## src/rtl/ones_stream_if.sv

```systemverilog
// Word-in / serial-out bundle for ones_stream_tx.
// Master side offers words and applies hold; slave side serializes.
interface ones_stream_if #(
  parameter int WIDTH = 8
);
  logic [WIDTH-1:0] tx_data;
  logic             tx_valid;
  logic             tx_ready;
  logic             hold;
  logic             data_out;
  logic             bit_valid;
  logic [1:0]       ones_mod4;
  logic             four_ones_exp;
  logic             word_done;

  modport master (
    output tx_data,
    output tx_valid,
    output hold,
    input  tx_ready,
    input  data_out,
    input  bit_valid,
    input  ones_mod4,
    input  four_ones_exp,
    input  word_done
  );

  modport slave (
    input  tx_data,
    input  tx_valid,
    input  hold,
    output tx_ready,
    output data_out,
    output bit_valid,
    output ones_mod4,
    output four_ones_exp,
    output word_done
  );
endinterface

```

## src/rtl/ones_stream_tx.sv

```systemverilog
// MSB-first word serializer with hold stalls, inter-word gap
// and a running mod-4 count of transmitted ones.
module ones_stream_tx #(
  parameter int WIDTH      = 8,
  parameter int GAP_CYCLES = 2
) (
  input logic          clk,
  input logic          reset,
  ones_stream_if.slave bus
);

  localparam int CW = $clog2(WIDTH + 1);

  typedef enum logic [1:0] {
    IDLE,
    SHIFT,
    GAP
  } state_t;

  state_t           state_q, state_d;
  logic [WIDTH-1:0] sh_q, sh_d;
  logic [CW-1:0]    left_q, left_d;
  logic [3:0]       gap_q, gap_d;
  logic             dout_q, dout_d;
  logic             bv_q, bv_d;
  logic             done_q, done_d;
  logic [1:0]       ones_q, ones_d;

  always_ff @(posedge clk) begin
    if (reset) begin
      state_q <= IDLE;
      sh_q    <= '0;
      left_q  <= '0;
      gap_q   <= '0;
      dout_q  <= 1'b0;
      bv_q    <= 1'b0;
      done_q  <= 1'b0;
      ones_q  <= 2'd0;
    end else begin
      state_q <= state_d;
      sh_q    <= sh_d;
      left_q  <= left_d;
      gap_q   <= gap_d;
      dout_q  <= dout_d;
      bv_q    <= bv_d;
      done_q  <= done_d;
      ones_q  <= ones_d;
    end
  end

  // left_q counts payload bits still to present after the current one
  always_comb begin
    state_d = state_q;
    sh_d    = sh_q;
    left_d  = left_q;
    gap_d   = gap_q;
    dout_d  = 1'b0;
    bv_d    = 1'b0;
    done_d  = 1'b0;
    ones_d  = ones_q + {1'b0, bv_q & dout_q};
    unique case (state_q)
      IDLE: begin
        if (bus.tx_valid) begin
          sh_d    = {bus.tx_data[WIDTH-2:0], 1'b0};
          dout_d  = bus.tx_data[WIDTH-1];
          bv_d    = 1'b1;
          left_d  = CW'(WIDTH - 1);
          state_d = SHIFT;
        end
      end
      SHIFT: begin
        if (!bus.hold) begin
          if (left_q == '0) begin
            state_d = GAP;
            done_d  = 1'b1;
            gap_d   = 4'(GAP_CYCLES - 1);
          end else begin
            dout_d = sh_q[WIDTH-1];
            bv_d   = 1'b1;
            sh_d   = sh_q << 1;
            left_d = left_q - 1'b1;
          end
        end
      end
      GAP: begin
        if (gap_q == 4'd0) begin
          state_d = IDLE;
        end else begin
          gap_d = gap_q - 4'd1;
        end
      end
      default: state_d = IDLE;
    endcase
  end

  assign bus.tx_ready      = (state_q == IDLE) && !reset;
  assign bus.data_out      = dout_q;
  assign bus.bit_valid     = bv_q;
  assign bus.word_done     = done_q;
  assign bus.ones_mod4     = ones_q;
  assign bus.four_ones_exp = (ones_q == 2'd3);

endmodule

```

## src/flat_wrapper.sv

```systemverilog
// flat-port wrapper written by rule: the top's interface ports become plain ports
module ones_stream_tx_flat 
#(
  parameter int WIDTH      = 8,
  parameter int GAP_CYCLES = 2
)
  (clk, reset, bus_tx_data, bus_tx_valid, bus_hold, bus_tx_ready, bus_data_out, bus_bit_valid, bus_ones_mod4, bus_four_ones_exp, bus_word_done);
  ones_stream_if #(.WIDTH(WIDTH)) bus_i ();
  input logic clk;
  input logic reset;
  input wire logic [$bits(bus_i.tx_data)-1:0] bus_tx_data;
  input wire logic [$bits(bus_i.tx_valid)-1:0] bus_tx_valid;
  input wire logic [$bits(bus_i.hold)-1:0] bus_hold;
  output wire logic [$bits(bus_i.tx_ready)-1:0] bus_tx_ready;
  output wire logic [$bits(bus_i.data_out)-1:0] bus_data_out;
  output wire logic [$bits(bus_i.bit_valid)-1:0] bus_bit_valid;
  output wire logic [$bits(bus_i.ones_mod4)-1:0] bus_ones_mod4;
  output wire logic [$bits(bus_i.four_ones_exp)-1:0] bus_four_ones_exp;
  output wire logic [$bits(bus_i.word_done)-1:0] bus_word_done;
  assign bus_i.tx_data = bus_tx_data;
  assign bus_i.tx_valid = bus_tx_valid;
  assign bus_i.hold = bus_hold;
  assign bus_tx_ready = bus_i.tx_ready;
  assign bus_data_out = bus_i.data_out;
  assign bus_bit_valid = bus_i.bit_valid;
  assign bus_ones_mod4 = bus_i.ones_mod4;
  assign bus_four_ones_exp = bus_i.four_ones_exp;
  assign bus_word_done = bus_i.word_done;
  ones_stream_tx #(.WIDTH(WIDTH), .GAP_CYCLES(GAP_CYCLES)) u_core (.clk(clk), .reset(reset), .bus(bus_i));
endmodule
```

## config.mk

```make
export PLATFORM = sky130hd
export DESIGN_NAME = ones_stream_tx_flat
export DESIGN_NICKNAME = d
export VERILOG_FILES = /design/src/rtl/ones_stream_if.sv /design/src/rtl/ones_stream_tx.sv /design/src/flat_wrapper.sv
export SDC_FILE = /design/constraint.sdc
export NUM_CORES = 1
export LEC_CHECK = 0
export CAP_MARGIN = 20
export CORE_ASPECT_RATIO = 1.2
export CORE_UTILIZATION = 55
export CTS_CLUSTER_DIAMETER = 80
export DETAILED_ROUTE_END_ITERATION = 8
export PLACE_DENSITY_LB_ADDON = 0.1
export SLEW_MARGIN = 20
export SYNTH_ARGS = -nofsm -noshare
export SYNTH_HDL_FRONTEND = slang
export SYNTH_SLANG_ARGS = --single-unit
export TNS_END_PERCENT = 5
```

## constraint.sdc

```tcl
create_clock -name clk -period 2.8 [get_ports clk]
set_clock_uncertainty 0.15 [all_clocks]
set_input_delay 0.56 -clock clk [delete_from_list [all_inputs] [get_ports clk]]
set_output_delay 0.56 -clock clk [all_outputs]
set_load 0.1 [all_outputs]
```

==> results of run 1 <==
==> cell type report <==
class / instances / area share (%)
inverters: 6 / 1.736
well taps: 19 / 1.832
multi-input cells: 92 / 45.61
clock buffers: 4 / 2.797
repair buffers: 19 / 14.08
flip-flops and latches: 22 / 33.94
==> logic make-up (layout without fill, tap and decap cells) <==
logic type / Yosys count / in the layout
AOI/OAI and AO/OA: 26 / 26
xor gates and xnor gates: 1 / 1
adders and majority gates: 3 / 3
buffers and inverters: 14 / 29
DFF: 22 / 22
and+or+nand+nor: 62 / 62
==> layer usage <==
metal | up-vias | global-route usage, %
met5 | - | 0
met4 | 0 | 9.375
met3 | 2 | 2.120
met2 | 22 | 38.13
met1 | 430 | 26.59
li1 | 481 | -
==> per-stage QoR <==
step	total power [mW]	std cells	util, %
2_1_floorplan	0.5281	128	-
3_3_place_gp	0.5667	158	68.15
3_5_place_dp	0.5724	158	68.15
4_1_cts	0.7465	162	70.11
5_1_grt	0.7839	162	70.11
6_report	0.7435	162	70.11
==> cells in the mapped netlist <==
cell        n  area [um^2]
nand3_1     3        15.01
a22oi_1     1        7.510
o21ai_1     1        5.000
and2_1      3        18.77
or4_1       2        15.01
dfxtp_1    22        440.4
nand2b_4    1        13.76
nor3_1      7        35.03
or4b_1      1        10.01
a311oi_1    4        35.03
a2111oi_0   1        8.760
buf_2       2        10.01
a311oi_2    2        30.03
nand2_1    21        78.83
inv_1       6        22.52
a21bo_2     1        10.01
clkbuf_1    4        15.01
o31ai_1     2        15.01
nor3b_2     1        12.51
nand2b_1    4        25.02
a32o_1      1        10.01
nand2b_2    1        8.760
a211oi_1    1        7.510
a221oi_1    1        8.760
or2_1       1        6.260
o22ai_2     1        12.51
nor2_1     11        41.29
nor3b_1     1        7.510
o21ai_0     3        15.01
a221oi_4    1        26.28
xnor2_1     1        8.760
a21oi_1     6        30.03
nor2b_1     4        25.02
nand4_1     1        6.260
buf_6       2        22.52
ha_1        3        37.54
==> worst max-delay path, cell delays in order <==
cell             delay, ps
clkdlybuf4s50_1        450
nor3_2                 200
buf_12                 210
==> state kept, by name, summed over array words and instances, names as in the netlist <==
register,flops
u_core.bus.bit_valid,1
u_core.bus.data_out,1
u_core.bus.ones_mod4,2
u_core.bus.word_done,1
u_core.gap_q,4
u_core.left_q,4
u_core.sh_q,7
u_core.state_q,2
==> power by group through the flow <==
stage / sequential (mW) / combinational (mW) / clock, mW
6_report: 0.366 / 0.199 / 0.178
5_1_grt: 0.370 / 0.220 / 0.194
4_1_cts: 0.366 / 0.200 / 0.180
3_5_place_dp: 0.373 / 0.200 / 0
3_3_place_gp: 0.372 / 0.195 / 0
2_1_floorplan: 0.386 / 0.142 / 0
==> path summary, 6_finish.rpt <==
path,start,to,slack [ps],cells after the start
worst min-delay path,u_core.gap_q[0]$_SDFFE_PP0P_,u_core.gap_q[0]$_SDFFE_PP0P_,340,2
worst min register to register,u_core.gap_q[0]$_SDFFE_PP0P_,u_core.gap_q[0]$_SDFFE_PP0P_,340,2
worst max-delay path,reset,bus_tx_ready,670,3
worst max register to register,u_core.left_q[0]$_SDFFE_PP0P_,u_core.sh_q[5]$_SDFFE_PP0P_,730,6
==> impl_metrics.yaml, run 1 <==
layout:
  n_fill_cell: 156
  nNetsFinal: 159
  multi_input_area_um2: 591.8
  area_delta_synth_final_pct: 18.24
  mostFrequentLayoutCell: "dfxtp_1"
  antenna_cells: 0
  drive_gt1_share_pct: 14.69
  final_cell_mix: "dfxtp_1 (22), nand2_1 (21), nor2_1 (11), clkdlybuf4s50_1 (11), buf_4 (7)"
  finish.instance_area_mm2: 0.001297
  seqCellArea_um2: 440.4
grt:
  grt_first_pass_wirelength_mm: 3.691
  track_usage_pct: 21.75
  grt_pass1_vias: 846
  grt_max_degree: 25
  grt-ovfl-total: 0
  antenna_found_initial: 0
detailed_routing:
  dr.pass1.iters: 4
  drc_errors: 0
  dr_wl_met3_um: 67
  ant_nets: 0
  drt_wl_total_mm: 2.075
  routed-wl-met2_mm: 1.025
  viasPerCell: 5.772
  vias: 935
  wirelength_met1_um: 965
  drt_iter0_drc: 20
  routed.top_layer: "met4"
  wire_per_inst_um: 12.81
worst_hold_path:
  hp-class: "flop to flop"
timing:
  hold_ws_ps: 335.2
  worst_slack_ps: 667.4
  setup_viol: 0
  rsz0062_at_grt: "no"
  maxSlewViolCount: 0
  final.min_clock_period_ps: 2133
  tightest_slew_ps: 617.0
  timing.fmax_mhz: 468.9
  setup-tns-final_ps: 0
  hold_viol_final: 0
  finalCritPeriodShare_pct: 76.16
  max_slew_margin_pct: 58.87
power:
  switchingPower_mw: 0.2420
  power.share.clock_pct: 24.0
  ir_worst_vdd_mv: 0.4014
  p_int_mw: 0.5015
  p_per_area_mw_per_mm2: 573.0
  leakagePower_nw: 0.4913
  pwr-share-comb_pct: 26.8
  seq_power_share_pct: 49.3
  swShare_pct: 32.55
synth:
  synth_mux_area_share_pct: 0
  synth_compound_area_share_pct: 20.18
  yosys_register_bits: 22
  yosys_warnings: 0
  synth-simple-area-share_pct: 29.08
  mappedNetlistArea_mm2: 0.001097
  yosysSeqAreaShare_pct: 40.14
  synth.net_count: 143
  synth_cell_type_count: 36
  synthXorXnorAreaFrac_pct: 0.7982
  synth_top_family_by_area: "simple AND/OR/NAND/NOR gates"
  synthCells: 128
  synthAdderAreaFrac_pct: 3.421
  syn_avg_cell_area_um2: 8.573
setup_path:
  cp_max_fo: 2
  crit_arrival_ps: 1420
  endpoint_kind: "output pin"
  critical_path_class: "input pin to output pin"
  crit_required_ps: 2090
  startpoint_type: "input pin"
clocking:
  post-cts-setup-buffer-count: 0
  cts_tree: "done"
  root_buffer: "clkbuf_4"
  path_clk_slew_ps: 130
  numCtsBuffers: 3
  clkSinkCount: 22
  worstSkewPairLatency_ps: 310
  postCtsHoldBufs: 0
  cts_max_level: 1
  post_cts_resized: 0
  clock_path_buffers: 2
placement:
  place_congestion: 0.8379
  place_area_mm2: 0.001261
  place_ws_ps: 409.3
  portBuffers: 18
  hpwl_mm: 1.513
floorplanning:
  die_y_um: 50.93
  core_area_mm2: 0.001851
  die_w_um: 42.78
  floorplan.rows: 17
  die_area_mm2: 0.002179
  start_util_pct: 59.30
  io_pins: 19
run:
  drv_cap: 0
run_status:
  outcome: "complete, no violations"
(Power assumes the default switching activity.)
==> run 2, diff against run 1 <==
--- a/config.mk
+++ b/config.mk
@@ -7,7 +7,7 @@
 export LEC_CHECK = 0
 export CAP_MARGIN = 20
 export CORE_ASPECT_RATIO = 1.2
-export CORE_UTILIZATION = 55
+export CORE_UTILIZATION = 51
 export CTS_CLUSTER_DIAMETER = 80
 export DETAILED_ROUTE_END_ITERATION = 8
 export PLACE_DENSITY_LB_ADDON = 0.1
==> constraint.sdc (replaced) <==
create_clock -name clk -period 1.98 [get_ports clk]
set_clock_uncertainty 0.15 [all_clocks]
set_input_delay 0.396 -clock clk [delete_from_list [all_inputs] [get_ports clk]]
set_output_delay 0.396 -clock clk [all_outputs]
set_load 0.1 [all_outputs]
==> impl_metrics.yaml, run 2 (synthesized netlist as in run 1, its figures left out) <==
run_status:
  outcome: "complete, no violations"
setup_path:
  crit_end: "bus_tx_ready"
  endpoint_kind: "output pin"
  r2r_cells: 7
  slowest_stage: "clkdlybuf4s50_1"
  crit_required_ps: 1430
  startpoint_type: "input pin"
  critical_path_class: "input pin to output pin"
  rrSetupSlack_ps: 120
  cp_max_fo: 5
  cp_cell_sequence: "clkdlybuf4s50_1 -> nor3_4 -> buf_12"
  slowest_delay_ps: 540
  crit_arrival_ps: 1380
  rr_endpoint: "u_core.sh_q[4]$_SDFFE_PP0P_"
  rr_startpoint: "u_core.left_q[0]$_SDFFE_PP0P_"
  crit_start: "reset"
power:
  leakagePower_nw: 0.5659
  p_per_area_mw_per_mm2: 754.9
  ir_worst_vdd_mv: 0.4897
placement:
  portBuffers: 18
  place_ws_ps: -76.39
  place_congestion: 0.8357
  place_area_mm2: 0.001443
  hpwl_mm: 1.786
layout:
  finish.instance_area_mm2: 0.001488
  antenna_cells: 0
  fin_util_pct: 72.59
  largest_reg_flops: 7
  final_cell_mix: "nand2_1 (21), dfxtp_1 (18), buf_4 (12)"
  largestRegisters: "u_core.sh_q (7), u_core.gap_q (4), u_core.left_q (4)"
  nNetsFinal: 170
  mostFrequentLayoutCell: "nand2_1"
  top_register: "u_core.sh_q"
  drive_gt1_share_pct: 24.03
  area_delta_synth_final_pct: 35.58
floorplanning:
  die_y_um: 52.81
  floorplan.rows: 18
  core_area_mm2: 0.002049
  die_w_um: 44.35
  io_pins: 19
  start_util_pct: 53.54
  die_area_mm2: 0.002342
detailed_routing:
  dr.pass1.iters: 4
  drt_wl_total_mm: 2.360
  wire_per_inst_um: 12.83
  ant_nets: 0
  vias: 1009
  drc_errors: 0
  viasPerCell: 5.484
  drt_iter0_drc: 31
worst_hold_path:
  hp-class: "flop to flop"
timing:
  finalCritPeriodShare_pct: 97.10
  tightest_slew_ps: 495.0
  max_slew_margin_pct: 66.96
  setup_viol: 0
  worst_slack_ps: 57.41
  setup-tns-final_ps: 0
  maxSlewViolCount: 0
  hold_viol_final: 0
  hold_ws_ps: 328.4
  final.min_clock_period_ps: 1923
  timing.fmax_mhz: 520.1
clocking:
  cts_tree: "done"
  numCtsBuffers: 3
  clock_path_buffers: 2
  postCtsHoldBufs: 0
  root_buffer: "clkbuf_4"
  cts_max_level: 1
  clkSinkCount: 22
  worstSkewPairLatency_ps: 320
  post-cts-setup-buffer-count: 0
  path_clk_slew_ps: 130
  post_cts_resized: 0
grt:
  track_usage_pct: 23.13
  grt_first_pass_wirelength_mm: 4.036
  antenna_found_initial: 0
  grt-ovfl-total: 0
  grt_pass1_vias: 919
  grt_max_degree: 16
run:
  drv_cap: 0
run 2: final cells by class:
cell class                      instances  area [um^2]
Tap cell                               30        37.54
Timing Repair Buffer                   30        340.3
Inverter                                6        22.52
Sequential cell                        22        445.4
Clock buffer                            4        36.28
Multi-Input combinational cell         92        605.6
Fill cell                             158        561.8
run 2: how the worst min path moves through the flow:
stage | start | to | slack [ps] | cells after the start
after detailed placement | u_core.gap_q[0]$_SDFFE_PP0P_ | u_core.gap_q[0]$_SDFFE_PP0P_ | 310 | 2
after global placement | u_core.gap_q[0]$_SDFFE_PP0P_ | u_core.gap_q[0]$_SDFFE_PP0P_ | 300 | 2
final | u_core.gap_q[0]$_SDFFE_PP0P_ | u_core.gap_q[0]$_SDFFE_PP0P_ | 330 | 2
after global routing | u_core.sh_q[1]$_SDFFE_PP0P_ | u_core.sh_q[1]$_SDFFE_PP0P_ | 350 | 2
after floorplan | u_core.gap_q[0]$_SDFFE_PP0P_ | u_core.gap_q[0]$_SDFFE_PP0P_ | 290 | 2
after CTS | u_core.gap_q[0]$_SDFFE_PP0P_ | u_core.gap_q[0]$_SDFFE_PP0P_ | 330 | 2
run 2: per-layer routing:
layer | vias to the layer above | share of wire [%] | track usage, %
met5 | - | 0 | 0
met2 | 37 | 52 | 39.95
met3 | 5 | 4.0 | 2.069
met4 | 0 | 1.9 | 9.091
li1 | 497 | - | -
met1 | 470 | 42 | 29.11
run 2: power by group:
group          total, mW  switching, mW  internal (mW)
clock              0.254          0.142          0.112
combinational      0.348          0.184          0.164
sequential         0.521         0.0362          0.485
total               1.12          0.362          0.761
run 2: critical path: cells and delay by family:
| kind | cells | cell delay, ps |
|---|---|---|
| buffers and inverters | 2 | 740 |
| and+or+nand+nor | 1 | 230 |
run 2: through the flow:
stage,power [mW],instances
2_1_floorplan,0.7495,128
3_3_place_gp,0.8565,180
3_5_place_dp,0.8680,180
4_1_cts,1.117,184
5_1_grt,1.186,184
6_report,1.123,184
==> run 3, diff against run 2 <==
--- a/config.mk
+++ b/config.mk
@@ -10,7 +10,7 @@
 export CORE_UTILIZATION = 51
 export CTS_CLUSTER_DIAMETER = 80
 export DETAILED_ROUTE_END_ITERATION = 8
-export PLACE_DENSITY_LB_ADDON = 0.1
+export PLACE_DENSITY = 0.77
 export SLEW_MARGIN = 20
 export SYNTH_ARGS = -nofsm -noshare
 export SYNTH_HDL_FRONTEND = slang
==> impl_metrics.yaml, run 3 (synthesized netlist as in run 1, its figures left out) <==
run_status:
  outcome: "complete, no violations"
clocking:
  root_buffer: "clkbuf_4"
  worstSkewPairLatency_ps: 310
  clock_path_buffers: 2
  cts_tree: "done"
  numCtsBuffers: 3
  clkSinkCount: 22
  path_clk_slew_ps: 120
  cts_max_level: 1
  postCtsHoldBufs: 0
setup_path:
  path_depth: 3
  startpoint_type: "flop"
  r2r_cells: 7
  cp_cell_sequence: "buf_4 -> nor3_4 -> buf_12"
  cp_max_fo: 8
  slowest_stage: "dfxtp_1"
  crit_required_ps: 1430
  slowest_delay_ps: 430
  critical_path_class: "flop to output pin"
  endpoint_kind: "output pin"
  path_delay_family: "flip-flops"
  path_buf_inv: 2
  crit_arrival_ps: 1350
detailed_routing:
  ant_nets: 0
  drt_wl_total_mm: 2.318
  drt_iter0_drc: 23
  viasPerCell: 5.500
  vias: 1012
  drc_errors: 0
  dr.pass1.iters: 4
  wire_per_inst_um: 12.60
timing:
  finalCritPeriodShare_pct: 95.60
  maxSlewViolCount: 0
  hold_viol_final: 0
  setup_viol: 0
  max_slew_margin_pct: 69.66
  final.min_clock_period_ps: 1893
  worst_slack_ps: 87.03
  timing.fmax_mhz: 528.3
  tightest_slew_ps: 443.6
  hold_ws_ps: 336.4
layout:
  nNetsFinal: 170
  mostFrequentLayoutCell: "nand2_1"
  largestRegisters: "u_core.sh_q (7), u_core.gap_q (4), u_core.left_q (4)"
  n_fill_cell: 151
  drive_gt1_share_pct: 24.03
  area_delta_synth_final_pct: 36.72
  final_cell_mix: "nand2_1 (21), dfxtp_1 (18), nor2_1 (11), clkdlybuf4s50_1 (11), buf_4 (11)"
  antenna_cells: 0
  top_register: "u_core.sh_q"
  largest_reg_flops: 7
grt:
  grt-ovfl-total: 0
  grtUsageMet3_pct: 4.483
  grt_max_degree: 20
  use_met2_pct: 44.12
  grt_pass1_vias: 962
  antenna_found_initial: 0
  grt_first_pass_wirelength_mm: 4.029
  gr-usage-met1_pct: 25.64
  busiest_layer: "met2"
  track_usage_pct: 23.59
worst_hold_path:
  hp-class: "flop to flop"
  holdPathStages: 2
placement:
  portBuffers: 18
  place_ws_ps: -100.8
  place_congestion: 0.7865
  hpwl_mm: 1.811
power:
  p_per_area_mw_per_mm2: 753.5
  leakagePower_nw: 0.5706
  ir_worst_vdd_mv: 0.6376
run:
  drv_cap: 0
floorplanning:
  die_y_um: 52.81
  start_util_pct: 53.54
  io_pins: 19
  core_area_mm2: 0.002049
  die_w_um: 44.35
  die_area_mm2: 0.002342
  floorplan.rows: 18
==> run 3: changes by cell type in the layout (fill, tap and decap cells not counted) <==
| cell | previous run | this run |
|---|---|---|
| buf_4 | 12 | 11 |
| buf_12 | 7 | 8 |
==> run 3: metrics by stage <==
stage	power (mW)	cells	util, %	TNS, ps	area [um^2]
3_3_place_gp	0.8595	179	70.63	-247.4	1448
2_1_floorplan	0.7495	128	-	-79.27	1112
5_1_grt	1.197	184	73.20	-54.94	1500
3_5_place_dp	0.8735	179	70.63	-936.4	1448
6_report	1.130	184	73.20	0	1500
4_1_cts	1.121	183	72.41	0	1484
==> run 3: layout make-up <==
type / instances / area (um^2) / share of cell area, %
multi-input cells: 92 / 605.6 / 40.37
inverters: 6 / 22.52 / 1.501
clock buffers: 4 / 36.28 / 2.419
repair buffers: 30 / 352.8 / 23.52
well taps: 30 / 37.54 / 2.502
flip-flops and latches: 22 / 445.4 / 29.69
==> run 3: worst reg2reg max path: cells and delay by family, from the launching register on <==
kind,cells,cell delay (ps)
compound gates,2,560
flops,1,360
fa+ha+maj,1,240
buf+inv,2,230
simple gates,2,230
==> run 3: repair_timing <==
item	CTS	global route
endpoints found under the hold margin	0	0
gates resized for setup	0	3
setup buffers	0	1
setup endpoints to repair	0	7
==> run 3: per-layer routing <==
| metal | wire length (um) | vias to the layer above |
|---|---|---|
| li1 | - | 500 |
| met1 | 939 | 482 |
| met2 | 1272 | 24 |
| met3 | 65 | 6 |
| met4 | 42 | 0 |
| met5 | 0 | - |
==> run 3: path summary, 6_finish.rpt <==
| check | slack, ps | endpoint | start |
|---|---|---|---|
| worst min-delay path | 340 | u_core.sh_q[1]$_SDFFE_PP0P_ | u_core.sh_q[1]$_SDFFE_PP0P_ |
| worst max-delay path | 90 | bus_tx_ready | u_core.state_q[1]$_SDFFE_PP0P_ |
| worst min register to register | 340 | u_core.sh_q[1]$_SDFFE_PP0P_ | u_core.sh_q[1]$_SDFFE_PP0P_ |
| worst max register to register | 130 | u_core.sh_q[7]$_SDFFE_PP0P_ | u_core.left_q[0]$_SDFFE_PP0P_ |
==> run 3: power by group <==
part	switching (mW)	total, mW	leakage, nW	internal, mW
sequential	0.0373	0.522	0.182	0.485
clock	0.135	0.247	0.0210	0.112
combinational	0.187	0.362	0.368	0.174
total	0.359	1.13	0.571	0.771
